==> config.mk <==
export PLATFORM = sky130hd
export DESIGN_NAME = stream_sel_rr_flat
export DESIGN_NICKNAME = d
export VERILOG_FILES = /design/src/rtl/stream_sel_rr_if.sv /design/src/rtl/stream_sel_rr.sv /design/src/flat_wrapper.sv
export SDC_FILE = /design/constraint.sdc
export NUM_CORES = 1
export LEC_CHECK = 0
export BUFFER_PORTS_ARGS = -buffer_cell sky130_fd_sc_hd__buf_4
export CORE_MARGIN = 5
export CORE_UTILIZATION = 54
export DETAILED_ROUTE_END_ITERATION = 10
export PLACE_DENSITY = 0.84
export SYNTH_ARGS = -nofsm -noshare
export SYNTH_HDL_FRONTEND = slang
export SYNTH_SLANG_ARGS = --single-unit
==> constraint.sdc <==
create_clock -name clk -period 4.38 [get_ports clk]
set_input_delay 0.219 -clock clk [delete_from_list [all_inputs] [get_ports clk]]
set_output_delay 0.219 -clock clk [all_outputs]
set_load 0.05 [all_outputs]
==> src/rtl/stream_sel_rr_if.sv <==
// Bundled channel/output handshake signals for stream_sel_rr.
// The SEL_ERR wire exists only when STREAM_SEL_ERR_EN is defined.
interface stream_sel_rr_if #(
    parameter int unsigned CH = 4,
    parameter int unsigned W  = 2,
    parameter int unsigned SW = 2
);
    logic [CH*W-1:0] in_data;
    logic [CH-1:0]   in_valid;
    logic [CH-1:0]   in_ready;
    logic            mode;
    logic [SW-1:0]   sel;
    logic [W-1:0]    out;
    logic [SW-1:0]   out_ch;
    logic            out_valid;
    logic            out_ready;

`ifdef STREAM_SEL_ERR_EN
    logic            sel_err;

    // Selector side
    modport slave (
        input  in_data, in_valid, mode, sel, out_ready,
        output in_ready, out, out_ch, out_valid, sel_err
    );

    // Producer/consumer side
    modport master (
        output in_data, in_valid, mode, sel, out_ready,
        input  in_ready, out, out_ch, out_valid, sel_err
    );
`else
    // Selector side
    modport slave (
        input  in_data, in_valid, mode, sel, out_ready,
        output in_ready, out, out_ch, out_valid
    );

    // Producer/consumer side
    modport master (
        output in_data, in_valid, mode, sel, out_ready,
        input  in_ready, out, out_ch, out_valid
    );
`endif
endinterface

==> src/rtl/stream_sel_rr.sv <==
// CH-way stream selector (fixed select or round-robin) onto one registered output.
// Optional sticky out-of-range select flag: define STREAM_SEL_ERR_EN.
module stream_sel_rr #(
    parameter int unsigned CH = 4,
    parameter int unsigned W  = 2,
    parameter int unsigned SW = 2
) (
    input  logic           clk,
    input  logic           rst_n,
    stream_sel_rr_if.slave bus
);
    localparam int unsigned NSEL = 1 << SW;

    logic [NSEL-1:0] sel_oh;
    logic [CH-1:0]   fix_grant;
    logic [CH-1:0]   rr_grant;
    logic [CH-1:0]   grant;
    logic [CH-1:0]   ready;
    logic [CH-1:0]   xfer;
    logic [2*CH-1:0] valid2;
    logic [2*CH-1:0] grant2;
    logic [CH-1:0]   rot_valid;
    logic [CH-1:0]   rot_first;
    logic [SW:0]     shamt;
    logic            space;
    logic            any_xfer;
    logic [W-1:0]    xfer_data;
    logic [SW-1:0]   xfer_ch;

    logic [SW-1:0]   rr_ptr;
    logic [W-1:0]    out_q;
    logic [SW-1:0]   out_ch_q;
    logic            out_valid_q;

    // Fixed select: out-of-range indices fall off the top and yield no grant
    always_comb begin
        sel_oh    = NSEL'(1) << bus.sel;
        fix_grant = sel_oh[CH-1:0];
    end

    // Round-robin: rotate valids so rr_ptr+1 sits at bit 0, take lowest set, rotate back
    always_comb begin
        shamt     = {1'b0, rr_ptr} + (SW+1)'(1);
        valid2    = {bus.in_valid, bus.in_valid};
        rot_valid = CH'(valid2 >> shamt);
        rot_first = rot_valid & (~rot_valid + CH'(1));
        grant2    = {rot_first, rot_first} << shamt;
        rr_grant  = grant2[2*CH-1:CH];
    end

    // OUT_READY reaches IN_READY combinationally so a draining word can be refilled in the same cycle
    always_comb begin
        grant    = bus.mode ? rr_grant : fix_grant;
        space    = ~out_valid_q | bus.out_ready;
        ready    = grant & {CH{space}};
        xfer     = ready & bus.in_valid;
        any_xfer = |xfer;
    end

    // Data mux and channel encode from the one-hot transfer vector
    always_comb begin
        xfer_data = '0;
        xfer_ch   = '0;
        for (int i = 0; i < int'(CH); i++) begin
            if (xfer[i]) begin
                xfer_data = xfer_data | bus.in_data[i*W +: W];
                xfer_ch   = xfer_ch | SW'(i);
            end
        end
    end

    // Output register and round-robin pointer
    always_ff @(posedge clk or negedge rst_n) begin
        if (!rst_n) begin
            out_q       <= '0;
            out_ch_q    <= '0;
            out_valid_q <= 1'b0;
            rr_ptr      <= SW'(CH - 1);
        end else if (any_xfer) begin
            out_q       <= xfer_data;
            out_ch_q    <= xfer_ch;
            out_valid_q <= 1'b1;
            rr_ptr      <= xfer_ch;
        end else if (bus.out_ready) begin
            out_valid_q <= 1'b0;
        end
    end

    assign bus.in_ready  = ready;
    assign bus.out       = out_q;
    assign bus.out_ch    = out_ch_q;
    assign bus.out_valid = out_valid_q;

`ifdef STREAM_SEL_ERR_EN
    logic sel_ok;
    logic sel_err_q;

    assign sel_ok = |fix_grant;

    // Sticky until reset: fixed mode pointed outside the channel range while someone was valid
    always_ff @(posedge clk or negedge rst_n) begin
        if (!rst_n) begin
            sel_err_q <= 1'b0;
        end else if (!bus.mode && !sel_ok && (|bus.in_valid)) begin
            sel_err_q <= 1'b1;
        end
    end

    assign bus.sel_err = sel_err_q;
`endif

endmodule
==> src/flat_wrapper.sv <==
// flat-port wrapper written by rule: the top's interface ports become plain ports
module stream_sel_rr_flat 
#(
    parameter int unsigned CH = 4,
    parameter int unsigned W  = 2,
    parameter int unsigned SW = 2
)
  (clk, rst_n, bus_in_data, bus_in_valid, bus_mode, bus_sel, bus_out_ready, bus_in_ready, bus_out, bus_out_ch, bus_out_valid);
  stream_sel_rr_if #(.CH(CH), .W(W), .SW(SW)) bus_i ();
  input  logic clk;
  input  logic rst_n;
  input wire logic [$bits(bus_i.in_data)-1:0] bus_in_data;
  input wire logic [$bits(bus_i.in_valid)-1:0] bus_in_valid;
  input wire logic [$bits(bus_i.mode)-1:0] bus_mode;
  input wire logic [$bits(bus_i.sel)-1:0] bus_sel;
  input wire logic [$bits(bus_i.out_ready)-1:0] bus_out_ready;
  output wire logic [$bits(bus_i.in_ready)-1:0] bus_in_ready;
  output wire logic [$bits(bus_i.out)-1:0] bus_out;
  output wire logic [$bits(bus_i.out_ch)-1:0] bus_out_ch;
  output wire logic [$bits(bus_i.out_valid)-1:0] bus_out_valid;
  assign bus_i.in_data = bus_in_data;
  assign bus_i.in_valid = bus_in_valid;
  assign bus_i.mode = bus_mode;
  assign bus_i.sel = bus_sel;
  assign bus_i.out_ready = bus_out_ready;
  assign bus_in_ready = bus_i.in_ready;
  assign bus_out = bus_i.out;
  assign bus_out_ch = bus_i.out_ch;
  assign bus_out_valid = bus_i.out_valid;
  stream_sel_rr #(.CH(CH), .W(W), .SW(SW)) u_core (.clk(clk), .rst_n(rst_n), .bus(bus_i));
endmodule
==> impl_metrics.csv, run 1 <==
group,metric,value,unit
timing,grt_setup_unrepaired,"no",
worst_hold_path,hp-start,"bus_in_data[2]",
drt,drtIter0Drc,31,
place,pre_cts_slack,1.92,ns
clock_network,cts_max_path_buffers,2,
clock_network,cts.htree.levels,1,
place,dpl_cell_area,1040,µm²
finish,finalCoreUtilization,72.6,%
grt,antenna_found_initial,0,
finish,layout.nets,150,
finish,final_area,1080,µm²
clock_network,cts_resized,0,
setup_path,timing.rr.start,"u_core.rr_ptr[1]$_DFFE_PN1P_",
floorplan,die_h,49.6,µm
floorplan,die_x,49.6,µm
logic_synthesis,yosysWarningCount,0,
setup_path,cp.arrival,2.38,ns
finish,syn_to_final_growth,27.6,%
setup_path,critPathCaptureType,"primary output",
clock_network,cts_tree,"done",
finish,layout-drive-gt1-share,28.5,%
drt,vias,908,
logic_synthesis,synth-seq-cells,7,
setup_path,cp_slowest_stage_delay,0.64,ns
setup_path,required,4.16,ns
place,routabilityCongestion,0.835,
drt,drcViolationCount,0,
drt,wl,2330,µm
logic_synthesis,synth_area,847,µm²
setup_path,start_kind,"flop",
timing,period_minus_slack,2.60,ns
setup_path,crit_path_cell_trace,"ha_1 -> nand2b_1 -> a211o_1 -> a41o_1 -> a21oi_2 -> buf_4",
clock_network,cts.clk_slew.worst_paths,0.05,ns
drt,ant_nets,0,
place,port_buffers,26,
grt,overflow,0,
logic_synthesis,synth_nets,122,
floorplan,rows,14,
timing,tightest_slew,0.497,ns
worst_hold_path,whs_endpoint,"u_core.bus.out[0]$_DFFE_PN0P_",
grt,grt_pass1_vias,841,
setup_path,crit_slowest_cell,"dfstp_2",
worst_hold_path,holdPathStages,3,
grt,track_usage,19.2,%
logic_synthesis,postSynth.asyncResetShare,100,%
logic_synthesis,synthCells,103,
timing,hold_viol_final,0,
grt,grt_pass1_wl,3770,µm
floorplan,die_area,2460,µm²
drt,drt_first_pass_iters,4,
timing,finClkSkew,0.00704,ns
setup_path,r2r_end,"u_core.bus.out[1]$_DFFE_PN0P_",
logic_synthesis,synth.distinct_cells,43,
drt,avgRoutedWirePerCell,16.0,µm
logic_synthesis,syn_avg_cell_area,8.22,µm²
drt,via_per_inst,6.22,
clock_network,ctsRootBufferMaster,"clkbuf_4",
place,dpl.hpwl,1790,µm
timing,maxSlewViolCount,0,
worst_hold_path,hp-class,"in -> reg",
clock_network,clk_latency,0.25,ns
clock_network,clkSinkCount,7,
logic_synthesis,yosys_most_used_dff,"dfrtp_1",
outcome,status,"complete, no violations",
setup_path,worstRegToRegCells,7,
timing,fin_ws,1.78,ns
setup_path,critPathTopFamily,"compound AO/OA/AOI/OAI gates",
job,drv_cap,0,
setup_path,reg2reg_slack,1.85,ns
clock_network,cts_buffers,3,
power,vdd_drop_max,0.000680,V
timing,fmax,384,MHz
timing,maxSlewHeadroom,66.0,%
timing,setup_tns,0,ns
floorplan,initial_utilization,56.9,%
logic_synthesis,ys_seq_area_share,21.0,%
power,p_leak,0.000490,µW
setup_path,cp_num_buf_inv,1,
logic_synthesis,synth_edf_count,0,
setup_path,critPathKind,"reg -> out",
timing,setup_violations,0,
finish,insertedDiodeCount,0,
floorplan,io_pins,27,
setup_path,crit_fanout,13,
floorplan,core_area,1490,µm²
power,power_density,672,nW/µm²
grt,grt_max_degree,17,
timing,period_share,59.4,%
[stage by stage]
step / hold WS [ns] / cells / power, µW
after floorplan: -0.0766 / 103 / 530
after global placement: 0.0323 / 141 / 646
after detailed placement: 0.0333 / 141 / 660
after CTS: 0.305 / 146 / 723
after global routing: 0.326 / 146 / 778
final: 0.307 / 146 / 726
[registers in the layout, indices dropped and copies added (netlist names)]
register,cells
u_core.bus.out,2
u_core.bus.out_ch,2
u_core.rr_ptr,2
u_core.bus.out_valid,1
[cell type report]
cell class | count | area [µm²]
multi-input cells | 78 | 599
fillers | 124 | 408
repair buffers | 27 | 205
flip-flops and latches | 7 | 178
inverters | 14 | 52.6
clock buffers | 4 | 26.3
well taps | 16 | 20.0
[kinds of logic (layout without fill, tap and decap cells)]
group,count (synthesis),after routing,share of synthesized area [%]
mux,3,3,3.69
fa+ha+maj,1,1,1.48
compound gates,39,39,40.8
simple gates,35,35,24.8
buf+inv,18,45,8.27
flops,7,7,21.0
[cells in the final DEF, fill, tap and decap left out, types with 3 or more instances in the layout]
cell / netlist / routed
a2111oi_0: 6 / 6
a211o_1: 3 / 3
a21o_1: 5 / 5
a21oi_1: 3 / 3
a31oi_1: 3 / 3
buf_4: 0 / 26
clkbuf_4: 0 / 3
dfrtp_1: 5 / 5
inv_1: 14 / 14
nand2_1: 6 / 6
nand2b_1: 5 / 5
nor2_1: 5 / 5
nor2b_1: 4 / 4
o21ai_0: 4 / 4
[metal layers]
layer	vias up	part of all wire [%]	track usage, %	wire (µm)
li1	450	-	-	-
met2	26	51	32.4	1190
met5	-	0	0	0
met4	0	0	4.37	0
met3	0	7.4	6.33	173
met1	432	41	23.4	968
[report_power, final]
part | total, µW | switching [µW] | internal (µW) | leakage, µW
Combinational | 521 | 334 | 187 | 0.000393
Clock | 56.4 | 21.8 | 34.6 | 0.0000150
Sequential | 149 | 44.4 | 105 | 0.0000815
Total | 726 | 400 | 327 | 0.000490
[synthesized netlist by cell type, types with 3 or more instances]
master / number / area share (%)
inv_1: 14 / 6.2
a2111oi_0: 6 / 6.2
nand2_1: 6 / 2.7
a21o_1: 5 / 4.4
dfrtp_1: 5 / 15
nand2b_1: 5 / 3.7
nor2_1: 5 / 2.2
nor2b_1: 4 / 3.0
o21ai_0: 4 / 2.4
a211o_1: 3 / 3.1
a21oi_1: 3 / 1.8
a31oi_1: 3 / 2.2
[repair_timing]
item / in CTS / in global routing
buffers inserted: 0 / 0
hold buffers: 1 / 0
endpoints found under the setup margin: 0 / 0
hold endpoints to repair: 7 / 0
[worst max path at each step]
stage | start | end | slack [ns] | depth (start not counted)
2_1_floorplan | u_core.rr_ptr[0]$_DFFE_PN1P_ | bus_in_ready[2] | 1.55 | 4
3_5_place_dp | u_core.rr_ptr[1]$_DFFE_PN1P_ | u_core.bus.out[0]$_DFFE_PN0P_ | 1.92 | 7
4_1_cts | u_core.rr_ptr[0]$_DFFE_PN1P_ | bus_in_ready[0] | 1.80 | 5
5_1_grt | u_core.rr_ptr[0]$_DFFE_PN1P_ | u_core.bus.out[1]$_DFFE_PN0P_ | 1.65 | 7
3_3_place_gp | u_core.rr_ptr[1]$_DFFE_PN1P_ | u_core.bus.out[1]$_DFFE_PN0P_ | 1.94 | 7
6_report | u_core.rr_ptr[0]$_DFFE_PN1P_ | bus_in_ready[0] | 1.78 | 6
[tightest hold or removal path: cells and delay by family]
| kind | cells | cell delay [ns] |
|---|---|---|
| AOI/OAI and AO/OA | 1 | 0.07 |
| buffers and inverters | 1 | 0.08 |
| muxes | 1 | 0.13 |
(Power assumes the default switching activity.)
==> run 2: changes to the inputs <==
--- a/config.mk
+++ b/config.mk
@@ -7,9 +7,9 @@
 export LEC_CHECK = 0
 export BUFFER_PORTS_ARGS = -buffer_cell sky130_fd_sc_hd__buf_4
 export CORE_MARGIN = 5
-export CORE_UTILIZATION = 54
+export CORE_UTILIZATION = 50
 export DETAILED_ROUTE_END_ITERATION = 10
-export PLACE_DENSITY = 0.84
+export PLACE_DENSITY = 0.79
 export SYNTH_ARGS = -nofsm -noshare
 export SYNTH_HDL_FRONTEND = slang
 export SYNTH_SLANG_ARGS = --single-unit
==> constraint.sdc (replaced) <==
create_clock -name clk -period 2.5 [get_ports clk]
set_input_delay 0.125 -clock clk [delete_from_list [all_inputs] [get_ports clk]]
set_output_delay 0.125 -clock clk [all_outputs]
set_load 0.05 [all_outputs]
==> impl_metrics.csv, run 2 (synthesis results as in run 1) <==
group,metric,value,unit
clock_network,clkSinkCount,7,
finish,fillers,122,
setup_path,start_kind,"flop",
outcome,status,"finished, violations left",
grt,grt_pass1_wl,3940,µm
timing,tightest_slew,0.486,ns
place,port_buffers,26,
drt,drtIter0Drc,11,
clock_network,cts.htree.levels,1,
power,p_leak,0.000553,µW
finish,finalCoreUtilization,77.6,%
finish,final_common_cell,"buf_4",
setup_path,crit_path_cell_trace,"buf_6 -> or2_4 -> or4_1 -> a311o_2 -> a211oi_4 -> a2111oi_4 -> buf_4 -> a21o_1",
grt,grt_pass1_vias,903,
drt,vias,971,
drt,ant_nets,0,
timing,finClkSkew,0.00255,ns
setup_path,crit_fanout,7,
worst_hold_path,hp-class,"in -> reg",
finish,layout-drive-gt1-share,37.3,%
setup_path,cp_slowest_stage_delay,0.48,ns
setup_path,crit_slowest_cell,"a311o_2",
drt,avgRoutedWirePerCell,15.9,µm
setup_path,r2r_end,"u_core.bus.out_ch[0]$_DFFE_PN0P_",
timing,period_share,102,%
clock_network,cts_tree,"done",
power,power_density,1230,nW/µm²
setup_path,required,2.64,ns
setup_path,critPathLaunch,"u_core.rr_ptr[0]$_DFFE_PN1P_",
clock_network,ctsRootBufferMaster,"clkbuf_4",
setup_path,reg2reg_slack,-0.06,ns
timing,hold_viol_final,0,
finish,insertedDiodeCount,0,
timing,fin_ws,-0.0561,ns
clock_network,cts_max_path_buffers,2,
timing,period_minus_slack,2.56,ns
timing,maxSlewViolCount,0,
grt,track_usage,20.0,%
timing,maxSlewHeadroom,67.3,%
job,drv_cap,0,
drt,drt_first_pass_iters,4,
timing,setup_violations,3,
outcome,violations,"negative setup slack",
finish,layout_common_cells,"buf_4 (35), inv_1 (14), nand2_1 (6)",
clock_network,cts_buffers,3,
setup_path,cp_num_buf_inv,2,
clock_network,cts.clk_slew.worst_paths,0.06,ns
power,power.total,1490,µW
setup_path,cp.arrival,2.70,ns
clock_network,clk_latency,0.25,ns
drt,wl,2520,µm
place,dpl.hpwl,1870,µm
floorplan,initial_utilization,54.3,%
drt,drcViolationCount,0,
setup_path,worstRegToRegCells,8,
setup_path,timing.rr.start,"u_core.rr_ptr[0]$_DFFE_PN1P_",
grt,grt_max_degree,17,
timing,fmax,391,MHz
drt,via_per_inst,6.15,
floorplan,core_area,1560,µm²
floorplan,die_x,51.2,µm
setup_path,critPathCaptureType,"flop",
setup_path,critPathTopFamily,"compound AO/OA/AOI/OAI gates",
floorplan,rows,14,
finish,layout.nets,162,
place,pre_cts_slack,-0.00897,ns
grt,overflow,0,
floorplan,io_pins,27,
place,routabilityCongestion,0.815,
setup_path,critPathKind,"reg -> reg",
timing,setup_tns,-0.0818,ns
floorplan,die_area,2620,µm²
floorplan,die_h,51.2,µm
setup_path,worstSetupPathDepth,8,
grt,antenna_found_initial,0,
timing,grt_setup_unrepaired,"yes",
power,vdd_drop_max,0.00113,V
finish,syn_to_final_growth,42.8,%
setup_path,endpoint,"u_core.bus.out_ch[0]$_DFFE_PN0P_",
==> run 2: changes by cell type in the layout (fill, tap and decap cells not counted), sizes merged <==
cell and delta:
buf +12
==> run 2: power breakdown <==
part / leakage [µW] / total [µW] / switching, µW / internal, µW
Sequential: 0.0000815 / 236 / 53.3 / 183
Clock: 0.0000150 / 108 / 46.8 / 61.3
Combinational: 0.000456 / 1140 / 660 / 484
Total: 0.000553 / 1490 / 760 / 728
==> run 2: worst register-to-register path: cells and delay by family (launching register included) <==
family | cells | cell delay (ns)
AOI/OAI and AO/OA | 4 | 1.09
and+or+nand+nor | 2 | 0.68
DFF | 1 | 0.38
buffers and inverters | 2 | 0.28
==> run 2: repair_timing <==
action,CTS,global route
endpoints found under the setup margin,1,8
buffers inserted,0,10
hold buffers,1,0
resized for setup,0,11
hold endpoints to repair,7,0
cloned,0,0
pin swaps,1,6
==> run 2: metal layers <==
layer / track usage (%) / up-vias / share of wire [%]
met5: 0 / - / 0
met4: 5.38 / 0 / 1.5
met3: 6.98 / 4 / 5.9
met2: 32.4 / 30 / 49
met1: 25.3 / 466 / 44
li1: - / 471 / -
==> run 2: worst min path at each step <==
stage | start | endpoint | slack (ns) | cells after the start
2_1_floorplan | rst_n | u_core.bus.out[0]$_DFFE_PN0P_ | -0.17 | 0
3_3_place_gp | rst_n | u_core.bus.out[1]$_DFFE_PN0P_ | -0.06 | 1
3_5_place_dp | rst_n | u_core.bus.out[0]$_DFFE_PN0P_ | -0.06 | 1
4_1_cts | bus_in_data[2] | u_core.bus.out[0]$_DFFE_PN0P_ | 0.19 | 3
5_1_grt | bus_in_data[2] | u_core.bus.out[0]$_DFFE_PN0P_ | 0.22 | 3
6_report | bus_in_data[2] | u_core.bus.out[0]$_DFFE_PN0P_ | 0.19 | 3
==> run 2: area by class of cell <==
cell class	count	area (µm²)	share of cell area [%]
well taps	16	20.0	1.65
clock buffers	4	26.3	2.17
multi-input cells	78	627	51.8
repair buffers	39	307	25.3
inverters	14	52.6	4.34
flip-flops and latches	7	178	14.7
==> run 2: per-stage QoR <==
stage,cell area (µm²),std cells,hold slack (ns)
after detailed placement,1070,143,-0.0571
after floorplan,860,103,-0.171
after CTS,1110,148,0.191
final,1210,158,0.188
after global placement,1070,143,-0.0614
after global routing,1210,158,0.217
==> run 3: changes to the inputs <==
--- a/config.mk
+++ b/config.mk
@@ -6,10 +6,12 @@
 export NUM_CORES = 1
 export LEC_CHECK = 0
 export BUFFER_PORTS_ARGS = -buffer_cell sky130_fd_sc_hd__buf_4
+export CELL_PAD_IN_SITES_DETAIL_PLACEMENT = 1
+export CELL_PAD_IN_SITES_GLOBAL_PLACEMENT = 1
 export CORE_MARGIN = 5
-export CORE_UTILIZATION = 50
+export CORE_UTILIZATION = 36
 export DETAILED_ROUTE_END_ITERATION = 10
-export PLACE_DENSITY = 0.79
+export PLACE_DENSITY_LB_ADDON = 0.1
 export SYNTH_ARGS = -nofsm -noshare
 export SYNTH_HDL_FRONTEND = slang
 export SYNTH_SLANG_ARGS = --single-unit
==> impl_metrics.csv, run 3 (synthesis results as in run 1) <==
group,metric,value,unit
outcome,status,"complete, no violations",
drt,drt_first_pass_iters,4,
timing,setup_violations,0,
place,port_buffers,26,
setup_path,start_kind,"flop",
setup_path,timing.rr.start,"u_core.rr_ptr[1]$_DFFE_PN1P_",
floorplan,die_x,58.5,µm
setup_path,crit_fanout,7,
drt,drcViolationCount,0,
clock_network,cts.clk_slew.worst_paths,0.05,ns
drt,wl,2830,µm
grt,overflow,0,
setup_path,crit_slowest_cell,"dfstp_2",
drt,avgRoutedWirePerCell,17.1,µm
timing,hold_viol_final,0,
floorplan,initial_utilization,37.9,%
finish,final_common_cell,"buf_4",
clock_network,cts_tree,"done",
setup_path,r2r_end,"u_core.bus.out[0]$_DFFE_PN0P_",
floorplan,die_h,58.5,µm
finish,layout.nets,157,
drt,vias,971,
worst_hold_path,hp-class,"in -> reg",
timing,period_minus_slack,2.42,ns
setup_path,worstRegToRegCells,8,
clock_network,clkSinkCount,7,
power,power.total,1440,µW
grt,antenna_found_initial,0,
grt,track_usage,17.7,%
clock_network,cts.htree.levels,1,
drt,ant_nets,0,
power,vdd_drop_max,0.000912,V
place,dpl_cell_area,1090,µm²
timing,fmax,413,MHz
setup_path,cp.arrival,2.59,ns
timing,fin_ws,0.0784,ns
power,p_leak,0.000531,µW
timing,period_share,96.9,%
power,power_density,1210,nW/µm²
setup_path,critPathKind,"reg -> reg",
timing,tightest_slew,0.485,ns
grt,grt_pass1_vias,1014,
setup_path,endpoint,"u_core.bus.out[0]$_DFFE_PN0P_",
finish,syn_to_final_growth,40.2,%
setup_path,crit_path_cell_trace,"clkbuf_2 -> mux2_1 -> nand2_1 -> and4_4 -> a21oi_4 -> a2111oi_4 -> buf_4 -> mux2i_1",
floorplan,rows,17,
setup_path,reg2reg_slack,0.08,ns
place,pre_cts_slack,-0.0225,ns
place,routabilityCongestion,0.761,
timing,maxSlewViolCount,0,
grt,grt_pass1_wl,4720,µm
job,drv_cap,0,
floorplan,die_area,3420,µm²
timing,maxSlewHeadroom,67.7,%
finish,layout_common_cells,"buf_4 (30), inv_1 (14), nand2_1 (6)",
finish,final_area,1190,µm²
setup_path,required,2.67,ns
clock_network,clk_latency,0.26,ns
floorplan,core_area,2230,µm²
clock_network,cts_max_path_buffers,2,
grt,grt_max_degree,17,
floorplan,io_pins,27,
setup_path,critPathLaunch,"u_core.rr_ptr[1]$_DFFE_PN1P_",
finish,insertedDiodeCount,0,
clock_network,cts_buffers,3,
clock_network,ctsRootBufferMaster,"clkbuf_4",
finish,fillers,292,
drt,via_per_inst,5.88,
timing,finClkSkew,0.00628,ns
finish,layout-drive-gt1-share,37.2,%
drt,drtIter0Drc,13,
setup_path,cp_slowest_stage_delay,0.59,ns
place,dpl.hpwl,2250,µm
setup_path,critPathCaptureType,"flop",
[run 3: cell type report]
type	instances	area, µm²	area share [%]
repair buffers	34	256	21.6
clock buffers	4	26.3	2.21
flip-flops and latches	7	178	15.0
inverters	14	52.6	4.43
well taps	28	35.0	2.95
multi-input cells	78	639	53.8
[run 3: critical path, delay by kind of cell, from the launching register on]
family	cells	cell delay (ns)
mux	2	0.56
flops	1	0.59
buf+inv	2	0.40
compound gates	2	0.42
simple gates	2	0.37
[run 3: metal layers]
layer	global-route usage [%]	vias to the layer above	wire (µm)
met4	6.29	0	74
met3	5.48	8	136
met2	28.1	28	1340
met5	0	-	0
li1	-	464	-
met1	22.6	471	1280
[run 3: what timing repair did]
item / 4_1_cts / 5_1_grt
endpoints found under the hold margin: 7 / 0
resized for setup: 0 / 14
buffers inserted: 0 / 4
pin swaps: 1 / 1
endpoints found under the setup margin: 2 / 7
hold buffers: 1 / 0
[run 3: how the worst min path moves through the flow]
| stage | startpoint | end | slack (ns) | depth (start not counted) |
|---|---|---|---|---|
| after floorplan | rst_n | u_core.bus.out[0]$_DFFE_PN0P_ | -0.17 | 0 |
| after global placement | rst_n | u_core.bus.out[1]$_DFFE_PN0P_ | -0.06 | 1 |
| after detailed placement | rst_n | u_core.bus.out[1]$_DFFE_PN0P_ | -0.06 | 1 |
| after CTS | bus_in_data[3] | u_core.bus.out[1]$_DFFE_PN0P_ | 0.21 | 3 |
| after global routing | bus_in_data[3] | u_core.bus.out[1]$_DFFE_PN0P_ | 0.21 | 3 |
| final | bus_in_data[3] | u_core.bus.out[1]$_DFFE_PN0P_ | 0.18 | 3 |
[run 3: stage by stage]
step                      utilization (%)  hold slack, ns  cells  TNS [ns]
after floorplan                         -          -0.171    103         0
after global placement               49.0         -0.0587    156         0
after detailed placement             49.0         -0.0572    156   -0.0225
after CTS                            50.6           0.214    161         0
after global routing                 53.2           0.212    165   -0.0507
final                                53.2           0.180    165         0
[run 3: where the power goes]
group | switching, µW | internal, µW | total [µW]
clock | 43.1 | 61.0 | 104
sequential | 54.1 | 183 | 237
combinational | 669 | 426 | 1090
